===== config.mk =====
export PLATFORM = sky130hd
export DESIGN_NAME = mod_n_updown_counter
export DESIGN_NICKNAME = d
export VERILOG_FILES = /design/src/rtl/mod_n_updown_counter.sv
export SDC_FILE = /design/constraint.sdc
export NUM_CORES = 1
export LEC_CHECK = 0
export BUFFER_PORTS_ARGS = -buffer_cell sky130_fd_sc_hd__buf_2
export CAP_MARGIN = 20
export CORE_MARGIN = 4
export CORE_UTILIZATION = 50
export CTS_CLUSTER_DIAMETER = 150
export DETAILED_ROUTE_END_ITERATION = 10
export GPL_TIMING_DRIVEN = 0
export PLACE_DENSITY = 0.77
export SLEW_MARGIN = 20
export SYNTH_ARGS = -nofsm -noshare
export SYNTH_HDL_FRONTEND = slang
export SYNTH_SLANG_ARGS = --single-unit

===== constraint.sdc =====
create_clock -name clk -period 2.4 [get_ports clk]
set_input_delay 0.12 -clock clk [delete_from_list [all_inputs] [get_ports clk]]
set_output_delay 0.12 -clock clk [all_outputs]
set_load 0.02 [all_outputs]

===== src/rtl/mod_n_updown_counter.sv =====
// mod_n_updown_counter
//
// Cascadable multi-digit modulo-MOD up/down counter. Every digit counts
// 0..MOD-1; digit 0 is least significant. Intended to feed per-digit display
// decoders directly and to chain into further counters through tc.
//
// Ports
//   clk       rising-edge clock
//   rst       asynchronous active-high reset (count, wrap, load_err -> 0)
//   en        count enable
//   up        direction: 1 = increment, 0 = decrement
//   clr       synchronous clear of count and wrap (beats load and en)
//   load      synchronous parallel load (beats en); digits >= MOD clamp to MOD-1
//   load_val  load value, digit i at [i*DW +: DW]
//   count     current value, digit i at [i*DW +: DW]
//   tc        combinational terminal count: high in the cycle whose edge
//             performs a full-range wrap
//   wrap      sticky full-range wrap flag, cleared only by clr or rst
//   load_err  one-cycle registered pulse after a load that clamped a digit
//
// Control semantics: clr, load and en are level requests sampled on each
// rising edge; there is no handshake and no back-pressure, so every sampled
// request takes effect on that edge with priority rst > clr > load > en.

module mod_n_updown_counter #(
  parameter int MOD    = 10,
  parameter int DIGITS = 2,
  parameter int DW     = $clog2(MOD)
) (
  input  logic                 clk,
  input  logic                 rst,
  input  logic                 en,
  input  logic                 up,
  input  logic                 clr,
  input  logic                 load,
  input  logic [DIGITS*DW-1:0] load_val,
  output logic [DIGITS*DW-1:0] count,
  output logic                 tc,
  output logic                 wrap,
  output logic                 load_err
);

  localparam logic [DW-1:0] MAX_DIGIT = DW'(MOD - 1);

  logic [DIGITS-1:0]    at_max;
  logic [DIGITS-1:0]    at_zero;
  logic [DIGITS-1:0]    over;
  logic [DIGITS:0]      ripple_up;
  logic [DIGITS:0]      ripple_dn;
  logic [DIGITS*DW-1:0] step_val;
  logic [DIGITS*DW-1:0] load_fix;
  logic                 full_up;
  logic                 full_dn;

  // Ripple enables: digit i moves only when every lower digit sits at the
  // boundary for the current direction. Bit DIGITS means "all digits at the
  // boundary", i.e. the next step is a full-range wrap.
  always_comb begin
    ripple_up[0] = 1'b1;
    ripple_dn[0] = 1'b1;
    for (int i = 0; i < DIGITS; i++) begin
      ripple_up[i+1] = ripple_up[i] & at_max[i];
      ripple_dn[i+1] = ripple_dn[i] & at_zero[i];
    end
  end

  for (genvar i = 0; i < DIGITS; i++) begin : g_digit
    logic [DW-1:0] cur;
    logic [DW-1:0] ld;
    logic [DW-1:0] nxt;

    assign cur        = count[i*DW +: DW];
    assign ld         = load_val[i*DW +: DW];
    assign at_max[i]  = (cur == MAX_DIGIT);
    assign at_zero[i] = (cur == '0);

    always_comb begin
      nxt = cur;
      if (up) begin
        if (ripple_up[i]) nxt = at_max[i] ? '0 : cur + DW'(1);
      end else begin
        if (ripple_dn[i]) nxt = at_zero[i] ? MAX_DIGIT : cur - DW'(1);
      end
    end

    assign step_val[i*DW +: DW] = nxt;

    // Out-of-range load digits clamp to the top legal value so a digit can
    // never hold MOD..2**DW-1.
    assign over[i]              = (ld > MAX_DIGIT);
    assign load_fix[i*DW +: DW] = over[i] ? MAX_DIGIT : ld;
  end

  assign full_up = ripple_up[DIGITS];
  assign full_dn = ripple_dn[DIGITS];
  assign tc      = en & (up ? full_up : full_dn);

  always_ff @(posedge clk or posedge rst) begin
    if (rst) begin
      count    <= '0;
      wrap     <= 1'b0;
      load_err <= 1'b0;
    end else begin
      load_err <= 1'b0;
      if (clr) begin
        count <= '0;
        wrap  <= 1'b0;
      end else if (load) begin
        count    <= load_fix;
        load_err <= |over;
      end else if (en) begin
        count <= step_val;
        // tc already encodes en and "all digits at the boundary".
        if (tc) wrap <= 1'b1;
      end
    end
  end

endmodule


Yosys cells after proc, flatten, opt, wreduce, memory -nomap -nowiden
Cells that the tools add are included.
{ "totals": {"register_bits": 10, "in_bits": 14, "output_inout_bits": 11, "elab_cells": 46} }
{ "classes": {"add_sub_neg": 4, "n_lt_le_gt_ge": 2, "n_eq_ne": 4, "n_mux": 20, "bitwise": 3, "reduce_logical": 9} }
{ "op_table": {"columns": ["cell", "count"], "rows": [
  ["4-bit two-way mux", 10],
  ["8-bit two-way mux", 3],
  ["4-bit by 1-bit adder with 4-bit output (second input constant)", 2],
  ["4-bit equality test (second input constant)", 2],
  ["4-bit > comparator (second input constant)", 2],
  ["4-bit logical NOT", 2],
  ["4-bit by 1-bit subtractor with 4-bit output (second input constant)", 2],
  ["1-bit two-way mux", 7],
  ["3-bit AND reduction", 2],
  ["4-bit by 1-bit != test with 1-bit output (second input constant)", 1],
  ["2-bit nonzero test", 2],
  ["4-bit nonzero test", 1],
  ["1-bit bitwise AND", 3],
  ["3-bit nonzero test", 1],
  ["2-bit != test (second input constant)", 1],
  ["2-bit OR reduction", 1]
]} }

Logic depth before layout (Yosys ltp)
Gate-level depths: netlist of the first run.
{ "depth": {"depth_word": 8, "mapped_depth": 7, "ltp_nobuf": 7} }

Least setup slack after synthesis of the first run
OpenSTA, ideal clock, no wires.
{ "synth_path": {"path_type": "register to register", "start": "register count[1]", "end": "register wrap", "setup_time_ps": 70, "t_arrival_ps": 2031, "required_time_ps": 2330, "slack_ps": 299, "stages_incl_launch_ff": 8, "path_buffers": 0, "period_less_slack_ps": 2101, "path_cell_list": "dfrtp_1 -> inv_1 -> ha_1 -> nand2b_1 -> or4_4 -> a2111oi_4 -> a21oi_2 -> nor2_2"} }
{ "synth_between": {"elab_chain_len": 6, "elab_cells_between_ends": 8, "cone_classes": "1 x eq/ne; 1 x mux; 3 x bitwise; 3 x reduce/logical"} }
{ "synth_lines": {"columns": ["element", "line_no", "source"], "rows": [
  ["start, declared", "37", "output logic [DIGITS*DW-1:0] count,"],
  ["start signal, assigned", "109", "count <= load_fix;"],
  ["start signal, assigned", "112", "count <= step_val;"],
  ["4-bit equality test / 4-bit logical NOT (equally long branches)", "74, 75", null],
  ["1-bit bitwise AND (on tied branches)", "62, 63", null],
  ["1-bit two-way mux (*)", "96", "assign tc = en & (up ? full_up : full_dn);"],
  ["1-bit bitwise AND (*)", "96", null],
  ["named net tc", "38", "output logic tc,"],
  ["2-bit nonzero test (no source line) (*)", null, null],
  ["3-bit AND reduction (no source line) (*)", null, null],
  ["end signal, assigned", "101", "wrap <= 1'b0;"],
  ["end signal, assigned", "107", "wrap <= 1'b0;"],
  ["end signal, assigned", "114", "if (tc) wrap <= 1'b1;"],
  ["end, declared", "39", "output logic wrap,"]
]} }
The timed path passes the listed nets; every way through them passes the cells marked *.
A chain may end at the register's enable or synchronous reset.

Final worst setup path of the first run
{ "layout_path": {"start": "register count[1]", "end": "output port tc"} }
{ "layout_between": {"elab_chain_len": 4, "elab_cells_between_ends": 6, "cone_classes": "1 x eq/ne; 1 x mux; 3 x bitwise; 1 x reduce/logical"} }
{ "layout_lines": {"columns": ["element", "line_no"], "rows": [
  ["4-bit equality test / 4-bit logical NOT (equally long branches)", "74, 75"],
  ["1-bit bitwise AND (on tied branches)", "62, 63"],
  ["1-bit two-way mux (*)", "96"],
  ["1-bit bitwise AND (*)", "96"],
  ["end, declared", "38"]
]} }
Mark *: on every way between the ends. The rest lies on a longest branch, timed or not.

==> run summary, run 1 <==
The min-delay analysis places its worst path in the category input port to flop. Yosys attributes the largest share of cell area to dfrtp_1, ha_1, nand2_1. The wire length of the first global-routing pass is 3630 um. The power density normalized to cell area came out at roughly 450 nW/um^2.

The worst-case IR drop observed on VDD is between 0.0003 and 0.0004 V. The global-route track usage on met2 came out at 0.322. After detailed routing, the average wire length per cell comes to approximately 15 um. CTS built an H-tree with a depth of 1. The CTS sink count came out at 10.

The netlist uses 43 different library cells. The initial antenna violation count is 0. The clock latency reported for the late side of the worst-skew pair came out at between 0.2 and 0.3 ns. The sum of negative setup slack is 0 ns.

Of the post-synthesis cell area, the dominant cell type holds 0.287. The clock group share of total power came out at 0.241. For this configuration, the core starts out at a cell density of 0.553. The data arrival at the endpoint of the critical path is 2.15 ns. The clock arrives with between 0.005 and 0.006 ns of skew. The number of max-capacitance violations reported is 0.

The area of the multi-input gates came out at approximately 540 um^2. The share of total power dissipated in sequential elements is 0.406. Static timing analysis puts the maximum clock frequency at ~440 MHz. The count of mapped cells out of synthesis came out at 106. The area of the core came out at between 1500 and 2000 um^2. The shortest period the worst path allows came out at around 2.3 ns. For this block, the initial DRC count from the detailed router was 27. In this run the count of I/O pins placed on the die edge is 25. The highest fanout seen on the critical path came out at 5. Of the total power, the share spent switching nets is 0.350. The via count is 900. During placement, the flow inserted port buffers numbering 23.

The instance count after placement with tap cells included came out at about 150. The smallest hold slack came out at approximately 0.084 ns. The flow ran to the end, and the final reports show no timing, DRC or antenna violations.

The die outline area is approximately 2500 um^2. The clock input transition at the sequential cells of the worst setup and hold paths is ~0.060 ns. The number of warnings printed during yosys synthesis came out at 0. dfrtp_1 takes more of the synthesized area than any other cell. CTS placed an instance of clkbuf_4 at the clock tree root.

The internal power consumption came out at roughly 0.00030 W. TritonCTS built the clock tree. The required arrival time at the worst endpoint is around 2.3 ns.

The iteration count of the initial detailed-routing pass is 4. The pin count of the biggest net entering global routing came out at 11. The number of vias per cell came out at approximately 6. The final weighted congestion in routability-driven placement came out at 0.794.

The count of nets left with antenna violations once routing finished came out at 0. For met3 alone, demand over resource in global routing was 0.0301. The number of global-route vias before repair was roughly 810. The reported net switching power came out at 0.000164 W. met2 is the most crowded layer. For this run, design rule violations remaining after detail routing come to 0.

The slew at the pin with the worst max-slew slack came out at roughly 0.52 ns. Of the total power, combinational logic draws 0.354. The total routed wirelength came out at ~2200 um. The average cell area after synthesis is just over 8 um^2. No sink is reached through more buffers than the 2 on the longest clock path. Global routing finished with a remaining overflow of 0. The met1 layer usage reported by global route is 0.243.

The worst setup path is launched from a flop. The cell at the slowest stage of the critical path is or4_4. The number of register bits inferred by synthesis came out at 10. Of the synthesized area, sequential elements account for 0.287. The fraction of layout instances using a drive strength above 1 came out at 0.276. In the final layout, flip-flops and latches occupy about 250 um^2. The worst setup path is captured at a primary output.

The fraction of registers with async set/reset is 1.00. The ratio of final minimum period to clock period is 0.947. The critical path in this run is classified as flop to primary output. The relative area change from synthesis to final layout came out at 20.4%. The count of placed standard cells in the final layout, fillers left out came out at 150. Among all flip-flop cells after synthesis, the most frequent one is dfrtp_1. The count of inserted antenna diode cells is 0.

The number of core rows is 14. The number of buffers created by CTS is 3. The commonest cells after synthesis are dfrtp_1, nand2_1, inv_1. Fill cells in the final layout number 148. The leakage power total came out at about 0.48 nW.

The HPWL after detailed placement came out at 1680 um. The post-synth design cell area is 872 um^2. The worst max-slew margin expressed relative to the limit came out at 0.642. The count of pins over their slew limit came out at 0. The count of final hold-check violations came out at 0.

The number of enable flip-flop cells after synthesis is 0. The total global routing track utilization came out at 0.191. The number of cells on the worst reg-to-reg path is 8. For this run, the slowest stage of the critical path takes roughly 0.44 ns. The number of nets in the layout is 153. The die boundary width came out at 49.8 um. Traced cell by cell, the critical path runs through inv_1 -> ha_1 -> nand2b_1 -> or4_4 -> a2111oi_4 -> buf_4. The worst hold path stage count came out at 2. Setup repair after global routing left no endpoint under its margin. The net count after synthesis is about 120. In this run the vertical extent of the chip is ~50 um. The total setup violations reported at the end of the flow is 0.
## through the flow
step / setup WS, ns / util / total power [W] / cell area (um^2)
CTS: 0.0227 / 0.660 / 0.000471 / 1040
finish: 0.126 / 0.666 / 0.000469 / 1050
floorplan: 0.299 / - / 0.000309 / 872
global placement: 0.355 / 0.639 / 0.000351 / 1010
global route: 0.0260 / 0.666 / 0.000502 / 1050
detailed placement: 0.320 / 0.639 / 0.000356 / 1010
## logic make-up (layout without fill, tap and decap cells)
logic type                 Yosys count  in the layout  synth area share
AOI/OAI and AO/OA                   32             32             0.288
xor gates and xnor gates             4              4            0.0402
adders and majority gates            3              3            0.0430
buffers and inverters               18             46            0.0932
DFF                                 10             10             0.287
muxes                                2              2            0.0230
and+or+nand+nor                     37             37             0.225
## sequential cells by signal (all words and copies together), names as in the netlist
signal	flops
count	8
load_err	1
wrap	1
## area by class of cell
| type | instances | share of cell area |
|---|---|---|
| timing repair buffer | 25 | 0.129 |
| multi-input combinational | 78 | 0.515 |
| tap | 16 | 0.0191 |
| buffer | 9 | 0.0453 |
| clock buffer | 3 | 0.0215 |
| inverter | 9 | 0.0322 |
| sequential | 10 | 0.238 |
## per-layer routing
layer / share of wire / up-vias
met4: 0.011 / 0
met2: 0.50 / 33
met3: 0.054 / 4
met1: 0.43 / 416
met5: 0 / -
li1: - / 447
## cell usage in the layout, fill, tap and decap left out, drive strengths merged, types with 2 or more instances in the layout
cell,netlist,final
buf,3,27
mux2i,2,2
dfrtp,10,10
nor2,7,7
clkbuf,6,9
ha,3,3
o22ai,2,2
nand2,10,10
xnor2,3,3
nor3,3,3
a2111oi,2,2
o21ai,4,4
o31ai,4,4
a21oi,9,9
a221oi,2,2
nand3,5,5
inv,9,9
nand2b,4,4
## path summary, 6_finish.rpt
kind,end,start,slack [ns]
worst max-delay path,tc,count[1],0.13
worst min-delay path,count[6],load_val[7],0.08
worst max register to register,wrap,count[1],0.32
worst min register to register,wrap,wrap,0.54
max in group asynchronous,count[6],rst,1.70
min in group asynchronous,load_err,rst,0.41
## critical path: cells and delay by family (launching register included)
kind	cells	cell delay [ns]
AOI/OAI and AO/OA	1	0.35
adders and majority gates	1	0.22
buffers and inverters	2	0.35
DFF	1	0.42
and+or+nand+nor	2	0.54
## timing repair
action,4_1_cts,5_1_grt
hold buffers,1,0
gates resized for setup,0,1
setup endpoints to repair,0,1
setup buffers,0,1
hold endpoints to repair,10,0
## power groups by stage
| stage | combinational [W] | sequential [W] | clock (W) |
|---|---|---|---|
| after floorplan | 0.000103 | 0.000206 | 0 |
| after global placement | 0.000158 | 0.000192 | 0 |
| after detailed placement | 0.000162 | 0.000193 | 0 |
| after CTS | 0.000164 | 0.000190 | 0.000116 |
| after global routing | 0.000183 | 0.000192 | 0.000127 |
| final | 0.000166 | 0.000190 | 0.000113 |
Power figures use the tool's default switching activity.
==> run 2, diff against run 1 <==
- ABC_AREA: unset -> 1
- CORE_UTILIZATION: 50 -> 51
- PLACE_DENSITY: 0.77 -> 0.78
==> run 2 against run 1 <==
Effect of this change: area after synthesis up 4.2%; via count grew 14%; hold slack better by 0.041 ns; final cell count rose by 33%; cell area is 3.9% higher; non-clock buffer count fell by 6; clock skew is 0.0065 ns higher; sequential share of layout area down 0.90 points; critical path type unchanged; highest routed layer unchanged.
==> run summary, run 2 <==
The CTS tree was done (unchanged). The die outline area came out at 2520 um^2 (was 2480 um^2). Cell types occupying the most area after synthesis: dfrtp_1, nand2_1, nand3_1 (was dfrtp_1, ha_1, nand2_1). The number of core rows is 14 (unchanged).

The net count after synthesis is 164 (was 123). The starting utilization of the core area came out at 0.570 (was 0.553). The instance count after placement with tap cells included came to 195 (was 145). Leading cell types in the layout, fill and taps excluded: nand2_1, nand3_1, buf_2, inv_1, nor2_1 (was buf_2, nand2_1, dfrtp_1, inv_1, a21oi_1). The class of the worst hold path was input port to flop (unchanged). The combinational share of power is 0.413 (was 0.354). The fraction of layout instances using a drive strength above 1 is 0.229 (was 0.276). The startpoint of the worst hold path is clr (was load_val[7]).

The clock latency reported for the late side of the worst-skew pair came out at 0.26 ns (about the same). The most common cell in the synthesized netlist is nand2_1. The data arrival at the endpoint of the critical path is 1.76 ns (was 2.15 ns). The kind of end point of the critical path is a primary output (unchanged).

The port buffer count is 24 (was 23). The number of max-capacitance violations reported came out at 0 (unchanged). The wire length of the first global-routing pass came out at 3830 um (was 3630 um). The root cell of the clock tree is clkbuf_4 (unchanged).

The count of placed standard cells in the final layout, fillers left out came to 199 (was 150). The most used flip-flop cell after synthesis is dfrtp_1 (unchanged). The die boundary width is 50.2 um (was 49.8 um).

The clock group share of total power came out at 0.201 (was 0.241). The total global routing track utilization was 0.189 (was 0.191). The number of global-route vias before repair came out at 922 (was 812). The initial antenna violation count was 0 (unchanged). Registers with the most flip-flops: count x8, load_err x1, wrap x1 (unchanged). The iteration count of the initial detailed-routing pass came out at 4 (unchanged). The total setup violations reported at the end of the flow is 0 (unchanged). The count of pins over their slew limit is 0 (unchanged).

The fraction of registers with async set/reset is 1.00 (unchanged). The number of flip-flops in the largest register came out at 8 (unchanged). The number of register bits inferred by synthesis is 10 (unchanged). The worst slack after detailed placement was 0.793 ns (was 0.320 ns). The number of warnings printed during yosys synthesis came out at 0 (unchanged). The most common cell after layout, fill and taps aside is nand2_1 (was buf_2).

The leakage power total is 0.618 nW (was 0.478 nW). The number of vias per cell was 5.15 (was 6.00). The power density normalized to cell area came to 499 nW/um^2 (was 447 nW/um^2). The DRC marker count from the first detailed-route iteration came out at 34 (was 27). Crit path cell chain: inv_1 -> ha_1 -> nand3_1 -> o21ai_0 -> and3_1 -> buf_2 (was inv_1 -> ha_1 -> nand2b_1 -> or4_4 -> a2111oi_4 -> buf_4). The final weighted congestion in routability-driven placement is 0.908 (was 0.794).

The register area share after synthesis was 0.275 (was 0.287). The residual overflow from global routing is 0 (unchanged). The deepest level of the CTS H-tree came out at 1 (unchanged).

The clock input transition at the sequential cells of the worst setup and hold paths is 0.07 ns (was 0.06 ns). The sum of negative setup slack is 0 ns (unchanged). The number of nets in the layout was 194 (was 153).

The worst max-slew margin expressed relative to the limit came out at 0.742 (was 0.642). The total routed wirelength is 2250 um (was 2230 um). The internal power consumption was 0.000323 W (was 0.000305 W). The required arrival time at the worst endpoint came out at 2.28 ns (about the same).

The cell type group with the largest total delay on the critical path is flip-flops (was simple AND/OR/NAND/NOR gates). The HPWL after detailed placement came out at 1780 um (was 1680 um). The category of the critical setup timing path was flop to primary output (unchanged). The via count was 1,025 (was 900). The wire length per cell came out at 11.3 um (was 14.8 um). The post-CTS setup buffer count is 0 (unchanged). The die height came out at 50.2 um (was 49.8 um). The reported net switching power came out at 0.000221 W (was 0.000164 W). The area of the core was 1590 um^2 (was 1580 um^2). The cell count of the worst reg-to-reg path is 8 (unchanged). The CTS sink count came out at 10 (unchanged). The number of antenna-violating nets in the routed design came out at 0 (unchanged). The reg-to-reg setup timing slack came out at 0.87 ns (was 0.32 ns). The distinct cell type count after synthesis came to 23 (was 43). The number of inserted filler cells in the final layout came out at 146 (was 148). RSZ-0062 raised after global routing: no (unchanged). Outcome: finished, final reports clean (unchanged). The highest fanout seen on the critical path was 6 (was 5). The worst path buffer plus inverter count came out at 2 (unchanged). The sequential share of power came out at 0.386 (was 0.406).

The worst-case clock buffer depth was 2 (unchanged). The clock skew is 0.0115 ns (was 0.00504 ns). The worst hold path stage count is 2 (unchanged). The fraction of power spent switching nets came out at 0.406 (was 0.350). The count of final hold-check violations is 0 (unchanged). The post-synth design cell area is 908 um^2 (was 872 um^2). The shortest period the worst path allows is 1.88 ns (was 2.27 ns). The ratio of final minimum period to clock period is 0.785 (was 0.947). The final setup slack of the worst path is 0.517 ns (was 0.126 ns). The pin count of the biggest net entering global routing is 11 (unchanged). The number of primary I/O pins is 25 (unchanged).

The average cell area after synthesis is 6.18 um^2 (was 8.23 um^2). The remaining routing DRC violations is 0 (unchanged). The worst flop-to-flop path startpoint is count[0] (was count[1]).

The relative area change from synthesis to final layout is 20.1% (was 20.4%). The dominant cell type by area after synthesis is dfrtp_1 (unchanged). The number of enable flip-flop cells after synthesis came out at 0 (unchanged). The cell at the slowest stage of the critical path is dfrtp_1 (was or4_4). Ranking of synthesized cells by instance count: nand2_1, nand3_1, inv_1 (was dfrtp_1, nand2_1, inv_1). The register containing the most flip-flops in the final layout was count (unchanged).

The post-cts sizing count came out at 0 (unchanged). The sink of the worst hold path is load_err (was count[6]). The achievable clock frequency came out at 531 MHz (was 440 MHz).

The peak ir drop on the vdd network is 0.000444 V (was 0.000322 V). The count of inserted antenna diode cells was 0 (unchanged). The number of buffers created by CTS came out at 3 (unchanged). The portion of synthesized cell area occupied by the leading cell type is 0.275 (was 0.287). The endpoint of the worst-slack reg-to-reg timing path is count[3] (was wrap). The count of mapped cells out of synthesis is 147 (was 106). The startpoint class of the critical path is a flop (unchanged). The slew at the pin with the worst max-slew slack came out at 0.387 ns (was 0.523 ns). The largest stage delay on the critical path came to 0.43 ns (was 0.44 ns).
run 2: cell types whose count changed after synthesis, sizes merged, moves of 4 or more:
cell | before | now
nand4 | 1 | 5
nand2b | 4 | 0
o21ai | 4 | 8
a21oi | 9 | 2
o31ai | 4 | 0
nor2 | 7 | 16
inv | 9 | 18
clkbuf | 6 | 0
nand3 | 5 | 28
nand2 | 10 | 49
run 2: metrics by stage:
step | instance area (um^2) | hold WS, ns | power, W | utilization
floorplan | 908 | -0.0398 | 0.000369 | -
global placement | 1060 | 0.105 | 0.000431 | 0.664
detailed placement | 1060 | 0.117 | 0.000435 | 0.664
CTS | 1090 | 0.125 | 0.000546 | 0.684
global route | 1090 | 0.147 | 0.000589 | 0.684
finish | 1090 | 0.125 | 0.000544 | 0.684
run 2: cells by family after synthesis:
group	synth area share
DFF	0.275
and+or+nand+nor	0.500
AOI/OAI and AO/OA	0.0785
adders and majority gates	0.0413
buffers and inverters	0.105
run 2: cell type report:
type	instances	area, um^2	area share
Multi-Input combinational cell	116	563	0.516
Sequential cell	10	250	0.229
Timing Repair Buffer	25	130	0.119
Inverter	18	67.6	0.0619
Tap cell	24	30.0	0.0275
Buffer	3	27.5	0.0252
Clock buffer	3	22.5	0.0206
run 2: timing repair:
action	in CTS	in global routing
endpoints found under the hold margin	10	0
hold buffers	1	0
setup endpoints to repair	0	0
run 2: how the worst max path moves through the flow:
stage,from,slack (ns),end,cells after the start
after global routing,count[1],0.36,tc,6
final,count[1],0.52,tc,6
after detailed placement,count[1],0.79,tc,6
after floorplan,count[1],0.90,tc,5
after CTS,count[1],0.51,tc,6
after global placement,count[1],0.82,tc,6
run 2: worst reg2reg max path, stage by stage, from the launching register on:
cell,delay [ns]
dfrtp_1,0.44
inv_1,0.14
ha_1,0.28
a21oi_1,0.24
nand3_1,0.11
nand2_1,0.09
nand2_1,0.05
nand2_1,0.05
nand2_1,0.04
run 2: layer usage:
metal | share of wire | vias up | global-route usage | wire (um)
met4 | 0.010 | 0 | 0.0553 | 23
met5 | 0 | - | 0 | 0
met1 | 0.50 | 448 | 0.279 | 1120
met2 | 0.44 | 31 | 0.298 | 995
met3 | 0.045 | 5 | 0.00888 | 102
li1 | - | 541 | - | -
run 2: power by group through the flow:
stage                     Combinational [W]  Sequential [W]  Clock, W
after floorplan                    0.000138        0.000230         0
after global placement             0.000220        0.000211         0
after detailed placement           0.000223        0.000212         0
after CTS                          0.000225        0.000210  0.000111
after global routing               0.000254        0.000214  0.000121
final                              0.000225        0.000210  0.000110
